File: config.mk
export PLATFORM = sky130hd
export DESIGN_NAME = quantum_preempt_controller
export DESIGN_NICKNAME = d
export VERILOG_FILES = /design/src/rtl/quantum_preempt_controller.sv
export SDC_FILE = /design/constraint.sdc
export NUM_CORES = 1
export LEC_CHECK = 0
export CAP_MARGIN = 20
export CORE_ASPECT_RATIO = 0.8
export CORE_MARGIN = 4
export CORE_UTILIZATION = 44
export CTS_CLUSTER_DIAMETER = 30
export DETAILED_ROUTE_END_ITERATION = 10
export PLACE_DENSITY = 0.8
export SYNTH_ARGS = -nofsm -noshare
export SYNTH_HDL_FRONTEND = slang
export SYNTH_SLANG_ARGS = --single-unit
File: constraint.sdc
create_clock -name clk -period 4.46 [get_ports clk]
set_clock_uncertainty 0.2 [all_clocks]
set_input_delay 0.892 -clock clk [delete_from_list [all_inputs] [get_ports clk]]
set_output_delay 0.892 -clock clk [all_outputs]
set_load 0.02 [all_outputs]
File: src/rtl/quantum_preempt_controller.sv
// Time-slice preemption controller: counts retired user instructions against a
// loadable quantum, redirects fetch to SO_VECTOR on expiry. Optional stats: PREEMPT_STATS_EN.
module quantum_preempt_controller #(
    parameter int                    DATA_WIDTH      = 32,
    parameter int                    CNT_WIDTH       = 16,
    parameter logic [CNT_WIDTH-1:0]  DEFAULT_QUANTUM = 16'd20,
    parameter logic [DATA_WIDTH-1:0] SO_VECTOR       = 32'd3
) (
    input  logic                  clk,
    input  logic                  rst,
    input  logic                  instr_retire,
    input  logic [DATA_WIDTH-1:0] pc_curr,
    input  logic                  preempt_enable,
    input  logic                  quantum_load,
    input  logic [CNT_WIDTH-1:0]  quantum_in,
    input  logic                  so_done,
`ifdef PREEMPT_STATS_EN
    input  logic                  stats_clr,
    output logic [CNT_WIDTH-1:0]  preempt_total,
`endif
    output logic                  enable_so,
    output logic                  pc_override,
    output logic [DATA_WIDTH-1:0] pc_new,
    output logic [DATA_WIDTH-1:0] saved_pc,
    output logic [CNT_WIDTH-1:0]  quantum_cnt,
    output logic [1:0]            state_o
);

    typedef enum logic [1:0] {
        ST_RUN    = 2'd0,
        ST_SWITCH = 2'd1,
        ST_OS     = 2'd2
    } state_t;

    state_t                  state_r;
    state_t                  state_nxt_s;
    logic [CNT_WIDTH-1:0]    quantum_r;
    logic [CNT_WIDTH-1:0]    cnt_r;
    logic [CNT_WIDTH-1:0]    cnt_nxt_s;
    logic [CNT_WIDTH:0]      cnt_inc_s;
    logic [DATA_WIDTH-1:0]   saved_pc_r;
    logic                    enable_so_r;
    logic                    pc_override_r;
    logic                    count_qual_s;
    logic                    expiry_s;

    // Next-state and counter update; the compare is one bit wider so it never wraps.
    always_comb begin
        state_nxt_s  = state_r;
        cnt_nxt_s    = cnt_r;
        expiry_s     = 1'b0;
        count_qual_s = instr_retire & preempt_enable & (quantum_r != {CNT_WIDTH{1'b0}});
        cnt_inc_s    = {1'b0, cnt_r} + {{CNT_WIDTH{1'b0}}, 1'b1};
        case (state_r)
            ST_RUN: begin
                if (count_qual_s) begin
                    if (cnt_inc_s >= {1'b0, quantum_r}) begin
                        expiry_s    = 1'b1;
                        state_nxt_s = ST_SWITCH;
                        cnt_nxt_s   = {CNT_WIDTH{1'b0}};
                    end else begin
                        cnt_nxt_s   = cnt_inc_s[CNT_WIDTH-1:0];
                    end
                end else begin
                    state_nxt_s = ST_RUN;
                end
            end
            ST_SWITCH: begin
                state_nxt_s = ST_OS;
                cnt_nxt_s   = {CNT_WIDTH{1'b0}};
            end
            ST_OS: begin
                cnt_nxt_s = {CNT_WIDTH{1'b0}};
                if (so_done) begin
                    state_nxt_s = ST_RUN;
                end else begin
                    state_nxt_s = ST_OS;
                end
            end
            default: begin
                state_nxt_s = ST_RUN;
                cnt_nxt_s   = {CNT_WIDTH{1'b0}};
            end
        endcase
    end

    // State, counter, quantum, saved PC and mode outputs; outputs track the next state so they are flops.
    always_ff @(posedge clk) begin
        if (rst) begin
            state_r       <= ST_RUN;
            cnt_r         <= {CNT_WIDTH{1'b0}};
            quantum_r     <= DEFAULT_QUANTUM;
            saved_pc_r    <= {DATA_WIDTH{1'b0}};
            enable_so_r   <= 1'b0;
            pc_override_r <= 1'b0;
        end else begin
            state_r       <= state_nxt_s;
            cnt_r         <= cnt_nxt_s;
            enable_so_r   <= (state_nxt_s != ST_RUN);
            pc_override_r <= (state_nxt_s == ST_SWITCH);
            if (expiry_s) begin
                saved_pc_r <= pc_curr;
            end else begin
                saved_pc_r <= saved_pc_r;
            end
            // Expiry above already used the old quantum; the new one applies next cycle.
            if (quantum_load) begin
                quantum_r <= quantum_in;
            end else begin
                quantum_r <= quantum_r;
            end
        end
    end

`ifdef PREEMPT_STATS_EN
    logic [CNT_WIDTH-1:0] total_r;

    // Saturating preemption counter; a clear coinciding with an expiry leaves 1.
    always_ff @(posedge clk) begin
        if (rst) begin
            total_r <= {CNT_WIDTH{1'b0}};
        end else if (stats_clr) begin
            total_r <= expiry_s ? {{(CNT_WIDTH-1){1'b0}}, 1'b1} : {CNT_WIDTH{1'b0}};
        end else if (expiry_s && (total_r != {CNT_WIDTH{1'b1}})) begin
            total_r <= total_r + {{(CNT_WIDTH-1){1'b0}}, 1'b1};
        end else begin
            total_r <= total_r;
        end
    end

    assign preempt_total = total_r;
`endif

    assign enable_so   = enable_so_r;
    assign pc_override = pc_override_r;
    assign pc_new      = pc_override_r ? SO_VECTOR : pc_curr;
    assign saved_pc    = saved_pc_r;
    assign quantum_cnt = cnt_r;
    assign state_o     = state_r;

endmodule

==> flow_summary.ini, run 1 <==
[timing]
final-max-slew-violation-count = 0
clock.fmax_ghz = 0.248
final_hold_viol_count = 0
maxSlewHeadroom = 0.345
post_route_setup_tns_ns = 0
post-route-min-period_ns = 4.03
report.final.setup_viol = 0
tightest_slew_ns = 0.980
postLayoutSetupSlackWorst_ns = 0.429
min_period_over_period = 0.904
rsz0062_at_grt = no

[cts]
htree_depth = 3
tritoncts = built
clock-root-buffer = clkbuf_8
post_cts_resize_count = 0
clock_pin_slew_on_the_worst_setup_and_hold_paths_ns = 0.08
ctsLongestPathBuffers = 2
worst_skew_pair.late_latency_ns = 0.34
cts_buffers = 9
cts-hold-fix-buffers = 0
cts.sinks = 68
cts_setup_buffers = 0

[die]
die_height_um = 88.9
top_level_ports = 138
die_area_um2 = 9690
rows = 29
initial_core_util = 0.453
horizontal_die_dimension_um = 109
core_area_um2 = 7950

[min_path]
min-delay-start = saved_pc[17]$_SDFFE_PP0P_
timing.hold.worst_endpoint = saved_pc[17]$_SDFFE_PP0P_
worst_min_delay_path_category = flip-flop to flip-flop
worst_hold_path.num_cells = 2

[route]
drt_pass1_iterations = 4
routedWlPerCell_um = 14.9
detailroute.via_count = 3435
via_per_inst = 5.10
postRouteAntennaNets = 0
postRouteWirelength_um = 10000
initial_drc_count = 123
drc_errors = 0

[setup_path]
critical_path.reg2reg.endpoint = saved_pc[7]$_SDFFE_PP0P_
critical_path.endpoint_type = flip-flop
critPathArrivalTime_ns = 4.10
critical_path_required_ns = 4.53
worst-r2r-cell-count = 14
crit_path_max_fanout = 32
worstSetupStartpointType = flip-flop
worst-r2r-setup-slack_ns = 0.43
critical_path_class = flip-flop to flip-flop
worst_r2r_startpoint = quantum_cnt[0]$_SDFFE_PP0P_

[global_routing]
groute.usage.overall = 0.205
grt_first_pass_wirelength_um = 15700
initial_antenna_violation_count = 0
grt-ovfl-total = 0
grt_max_degree = 67
grt_pass1_vias = 3243

[yosys]
syn-cell-area_um2 = 3600
ys_seq_elements = 68
post_synth_inst_count = 435
dominantRegCellSynth = dfxtp_1
yosysWarnings = 0
asyncSetResetFlopFracSynth = 0
synthesized_area_divided_by_synthesized_cell_count_um2 = 8.27
synth-edff-count = 0
mappedNetlistNets = 506
seq_area_frac_synth = 0.378
post_synth_num_cell_types = 43

[placement]
half_perimeter_wire_length_of_the_detailed_placement_result_um = 7600
buffer_ports.inserted = 137
post-place-ws_ns = 0.463
gpl.final_weighted_congestion = 0.922

[status]
status = complete, no violations

[final_layout]
num_antenna_cells = 0
fillCellCount = 665
layout.core_utilization = 0.662
area.sequential_um2 = 1360
final_common_cell = clkdlybuf4s50_1
multi_input_comb_area_um2 = 2020
finish.net_count = 631
most-common-layout-cells = 137 x clkdlybuf4s50_1, 94 x nand2_1, 68 x dfxtp_1, 46 x mux2i_1, 30 x nor2b_1
drive_above_1_share = 0.0531
area_growth_syn_to_layout_pct = 46.3

[power]
ir_drop_mv = 0.148
power_switching_w = 0.000340
internal-power_w = 0.00104
cellLeakagePower_nw = 2.04
power.clock.fraction = 0.405
comb_power_share = 0.140
sequentialPowerShare = 0.455
power_density_nw_per_um2 = 262
power.share.switching = 0.247

[run]
maxCapViolCount = 0
cell type report:
| type | instances | share of cell area |
|---|---|---|
| clock inverters | 5 | 0.0162 |
| inverters | 23 | 0.0164 |
| multi-input cells | 316 | 0.384 |
| well taps | 108 | 0.0257 |
| flip-flops and latches | 68 | 0.259 |
| clock buffers | 11 | 0.0250 |
| repair buffers | 142 | 0.274 |
cell usage after synthesis (2+ instances only):
cell	instances	area share
or3_1	6	0.010
o21ai_0	2	0.0028
ha_1	17	0.059
a21oi_1	15	0.021
nand3_1	13	0.018
inv_1	23	0.024
buf_2	7	0.0097
clkbuf_1	15	0.016
nor2_1	26	0.027
o211ai_1	2	0.0042
xor2_1	2	0.0049
mux2i_1	46	0.13
a211o_1	3	0.0073
nand4_1	7	0.012
o22ai_1	2	0.0035
nor3_1	3	0.0042
buf_6	2	0.0063
o31a_1	4	0.0097
nand2_1	94	0.098
dfxtp_1	68	0.38
buf_1	4	0.0042
o31ai_1	4	0.0083
or4_1	2	0.0042
and4_1	3	0.0073
nor2b_1	30	0.052
and3_1	2	0.0035
xnor2_1	12	0.029
nor4_1	4	0.0070
or2_2	3	0.0052
sequential cells by signal, summed over array words and instances (netlist names):
name / count
saved_pc: 32
quantum_r: 16
pc_override: 1
quantum_cnt: 16
state_o: 2
enable_so: 1
critical path: stages (launching register included):
cell     delay [ns]
dfxtp_1        0.45
ha_1           0.27
and4_2         0.28
and4_1         0.24
and4_1         0.22
xnor2_1        0.15
inv_1          0.07
ha_1           0.32
nand4_1        0.14
nor2_1         0.20
and3_1         0.17
o31a_1         0.48
o21a_2         0.26
buf_12         0.24
mux2i_1        0.24
power groups by stage:
stage | registers [W] | logic, W | clock network (W)
after floorplan | 0.000640 | 0.0000916 | 0
after global placement | 0.000640 | 0.000189 | 0
after detailed placement | 0.000641 | 0.000193 | 0
after CTS | 0.000627 | 0.000194 | 0.000568
after global routing | 0.000629 | 0.000211 | 0.000597
final | 0.000627 | 0.000193 | 0.000558
cells by family (layout without fill, tap and decap cells):
logic type	Yosys count	after routing	synth area share
adder cells (fa/ha/maj)	17	17	0.0591
AND/OR/NAND/NOR	200	200	0.267
multiplexers	46	46	0.128
XOR/XNOR	14	14	0.0341
AO/OA/AOI/OAI	39	39	0.0730
buffers and inverters	51	181	0.0598
flip-flops	68	68	0.378
worst max path at each step:
| stage | from | endpoint | slack [ns] | cells past startpoint |
|---|---|---|---|---|
| floorplan | quantum_cnt[0]$_SDFFE_PP0P_ | saved_pc[0]$_SDFFE_PP0P_ | 0.95 | 15 |
| global placement | quantum_cnt[0]$_SDFFE_PP0P_ | saved_pc[19]$_SDFFE_PP0P_ | 0.70 | 14 |
| detailed placement | quantum_cnt[0]$_SDFFE_PP0P_ | saved_pc[7]$_SDFFE_PP0P_ | 0.46 | 14 |
| CTS | quantum_cnt[0]$_SDFFE_PP0P_ | saved_pc[7]$_SDFFE_PP0P_ | 0.44 | 14 |
| global route | quantum_cnt[0]$_SDFFE_PP0P_ | saved_pc[17]$_SDFFE_PP0P_ | 0.13 | 14 |
| finish | quantum_cnt[0]$_SDFFE_PP0P_ | saved_pc[7]$_SDFFE_PP0P_ | 0.43 | 14 |
through the flow:
stage                     power, W  instances  area, µm²  hold slack (ns)
after global routing       0.00144        673       5260            0.283
after detailed placement  0.000834        656       5020            0.250
after floorplan           0.000731        435       3600            0.276
after CTS                  0.00139        672       5240            0.260
after global placement    0.000829        656       5020            0.241
final                      0.00138        673       5260            0.260
layer usage:
layer,part of all wire,track usage
met1,0.44,0.273
met2,0.48,0.334
met3,0.063,0.0562
met4,0.014,0.0424
met5,0,0
Note: power is estimated with default switching activity, not from simulation.
==> inputs of run 2 (changes only) <==
CTS_CLUSTER_SIZE = 25   (was unset)
==> results of run 2 <==
Final layout, timing and power as in run 1 (identical DEF).
==> inputs of run 3 (changes only) <==
CORE_UTILIZATION = 36   (was 44)
PLACE_DENSITY = 0.68   (was 0.8)
==> run 3 against run 2 <==
Effect of this change:
- sequential share of layout area fell by 0.53 points
- cell count up 4.2%
- count of clock-buffer cells in the layout unchanged
- global-route usage is 3.2 points lower
==> flow_summary.ini, run 3 (synthesized netlist as in run 1, its figures left out) <==
[status]
status = complete, no violations

[die]
die_height_um = 97.4
horizontal_die_dimension_um = 120
rows = 32
top_level_ports = 138
die_area_um2 = 11700
core_area_um2 = 9690
initial_core_util = 0.371

[power]
internal-power_w = 0.00117
ir_drop_mv = 0.259
power_switching_w = 0.000364
cellLeakagePower_nw = 2.07
comb_power_share = 0.126
power.total_w = 0.00153
sequentialPowerShare = 0.409
power.clock.fraction = 0.464
power_density_nw_per_um2 = 286
power.share.switching = 0.237

[timing]
post-route-min-period_ns = 4.00
clock.fmax_ghz = 0.250
rsz0062_at_grt = no
min_period_over_period = 0.898
fin_worst_hold_slack_ns = 0.256
tightest_slew_ns = 0.991
postLayoutSetupSlackWorst_ns = 0.455
post_route_setup_tns_ns = 0
final_hold_viol_count = 0
final-max-slew-violation-count = 0
report.final.setup_viol = 0
maxSlewHeadroom = 0.338

[setup_path]
wp_buf_inv = 2
crit_path_max_fanout = 32
slowest_stage = o31a_1
critical_path_required_ns = 4.50
critical_path_class = flip-flop to flip-flop
crit_path_max_incr_delay_ns = 0.50
critPathArrivalTime_ns = 4.05
cpLargestDelayFamily = simple AND/OR/NAND/NOR gates
critical_path.endpoint_type = flip-flop
worstSetupStartpointType = flip-flop
ordered_cell_list_for_the_critical_path = ha_1, and4_2, and4_1, and4_1, xnor2_1, inv_1, ha_1, nand4_1, nor2_1, and3_1, o31a_1, o21a_2, buf_12, mux2i_1

[cts]
cts.sinks = 68
htree_depth = 3
cts_buffers = 9
post_cts_resize_count = 0
worst_skew_pair.late_latency_ns = 0.33
tritoncts = built
cts_setup_buffers = 0
ctsLongestPathBuffers = 2
clock_pin_slew_on_the_worst_setup_and_hold_paths_ns = 0.06
clock-root-buffer = clkbuf_16
cts-hold-fix-buffers = 0

[placement]
buffer_ports.inserted = 137
gpl.final_weighted_congestion = 0.874
half_perimeter_wire_length_of_the_detailed_placement_result_um = 7660
placed_cells = 684
post-place-ws_ns = 0.491

[route]
postRouteAntennaNets = 0
postRouteWirelength_um = 10200
detailroute.via_count = 3357
drt_pass1_iterations = 4
via_per_inst = 4.79
drc_errors = 0
routedWlPerCell_um = 14.5
initial_drc_count = 146

[final_layout]
largest_register_ffs = 32
instances_no_fill = 701
final_common_cell = clkdlybuf4s50_1
num_antenna_cells = 0
area_growth_syn_to_layout_pct = 49.4
drive_above_1_share = 0.0549
finish.net_count = 631
most-common-layout-cells = 137 x clkdlybuf4s50_1, 94 x nand2_1, 68 x dfxtp_1, 46 x mux2i_1, 30 x nor2b_1

[global_routing]
initial_antenna_violation_count = 0
grt_max_degree = 67
grt-ovfl-total = 0
groute.usage.overall = 0.173
grt_pass1_vias = 3342
grt_first_pass_wirelength_um = 16800

[run]
maxCapViolCount = 0

[min_path]
worst_min_delay_path_category = flip-flop to flip-flop
==> run 3: layer usage <==
layer,part of all wire,global-route usage,vias to the layer above
li1,-,-,1715
met1,0.47,0.235,1553
met2,0.46,0.277,81
met5,0,0,-
met3,0.056,0.0471,8
met4,0.0090,0.0370,0
==> run 3: per-stage QoR <==
step / util / cell area (µm²)
after floorplan: - / 3600
after global placement: 0.522 / 5050
after detailed placement: 0.522 / 5050
after CTS: 0.553 / 5360
after global routing: 0.554 / 5370
final: 0.554 / 5370
==> run 3: worst paths after layout <==
check                         startpoint                   endpoint  slack, ns  depth (start not counted)
max reg2reg  quantum_cnt[0]$_SDFFE_PP0P_   saved_pc[2]$_SDFFE_PP0P_       0.46                         14
min            saved_pc[14]$_SDFFE_PP0P_  saved_pc[14]$_SDFFE_PP0P_       0.26                          2
max          quantum_cnt[0]$_SDFFE_PP0P_   saved_pc[2]$_SDFFE_PP0P_       0.46                         14
min reg2reg    saved_pc[14]$_SDFFE_PP0P_  saved_pc[14]$_SDFFE_PP0P_       0.26                          2
==> run 3: tightest hold or removal path, stage by stage, from the launching register on <==
cell,delay (ns)
dfxtp_1,0.31
nand2_1,0.05
mux2i_1,0.05
==> run 3: power groups by stage <==
stage | Sequential [W] | Combinational [W] | Clock [W]
global placement | 0.000640 | 0.000191 | 0
global route | 0.000629 | 0.000213 | 0.000751
detailed placement | 0.000641 | 0.000194 | 0
CTS | 0.000628 | 0.000195 | 0.000730
finish | 0.000628 | 0.000194 | 0.000712
floorplan | 0.000640 | 0.0000916 | 0
==> run 3: layout make-up <==
| cell class | count | area (µm²) |
|---|---|---|
| Multi-Input combinational cell | 316 | 2020 |
| Fill cell | 928 | 4320 |
| Sequential cell | 68 | 1360 |
| Inverter | 23 | 86.3 |
| Timing Repair Buffer | 142 | 1430 |
| Tap cell | 136 | 170 |
| Clock buffer | 11 | 243 |
| Clock inverter | 5 | 61.3 |
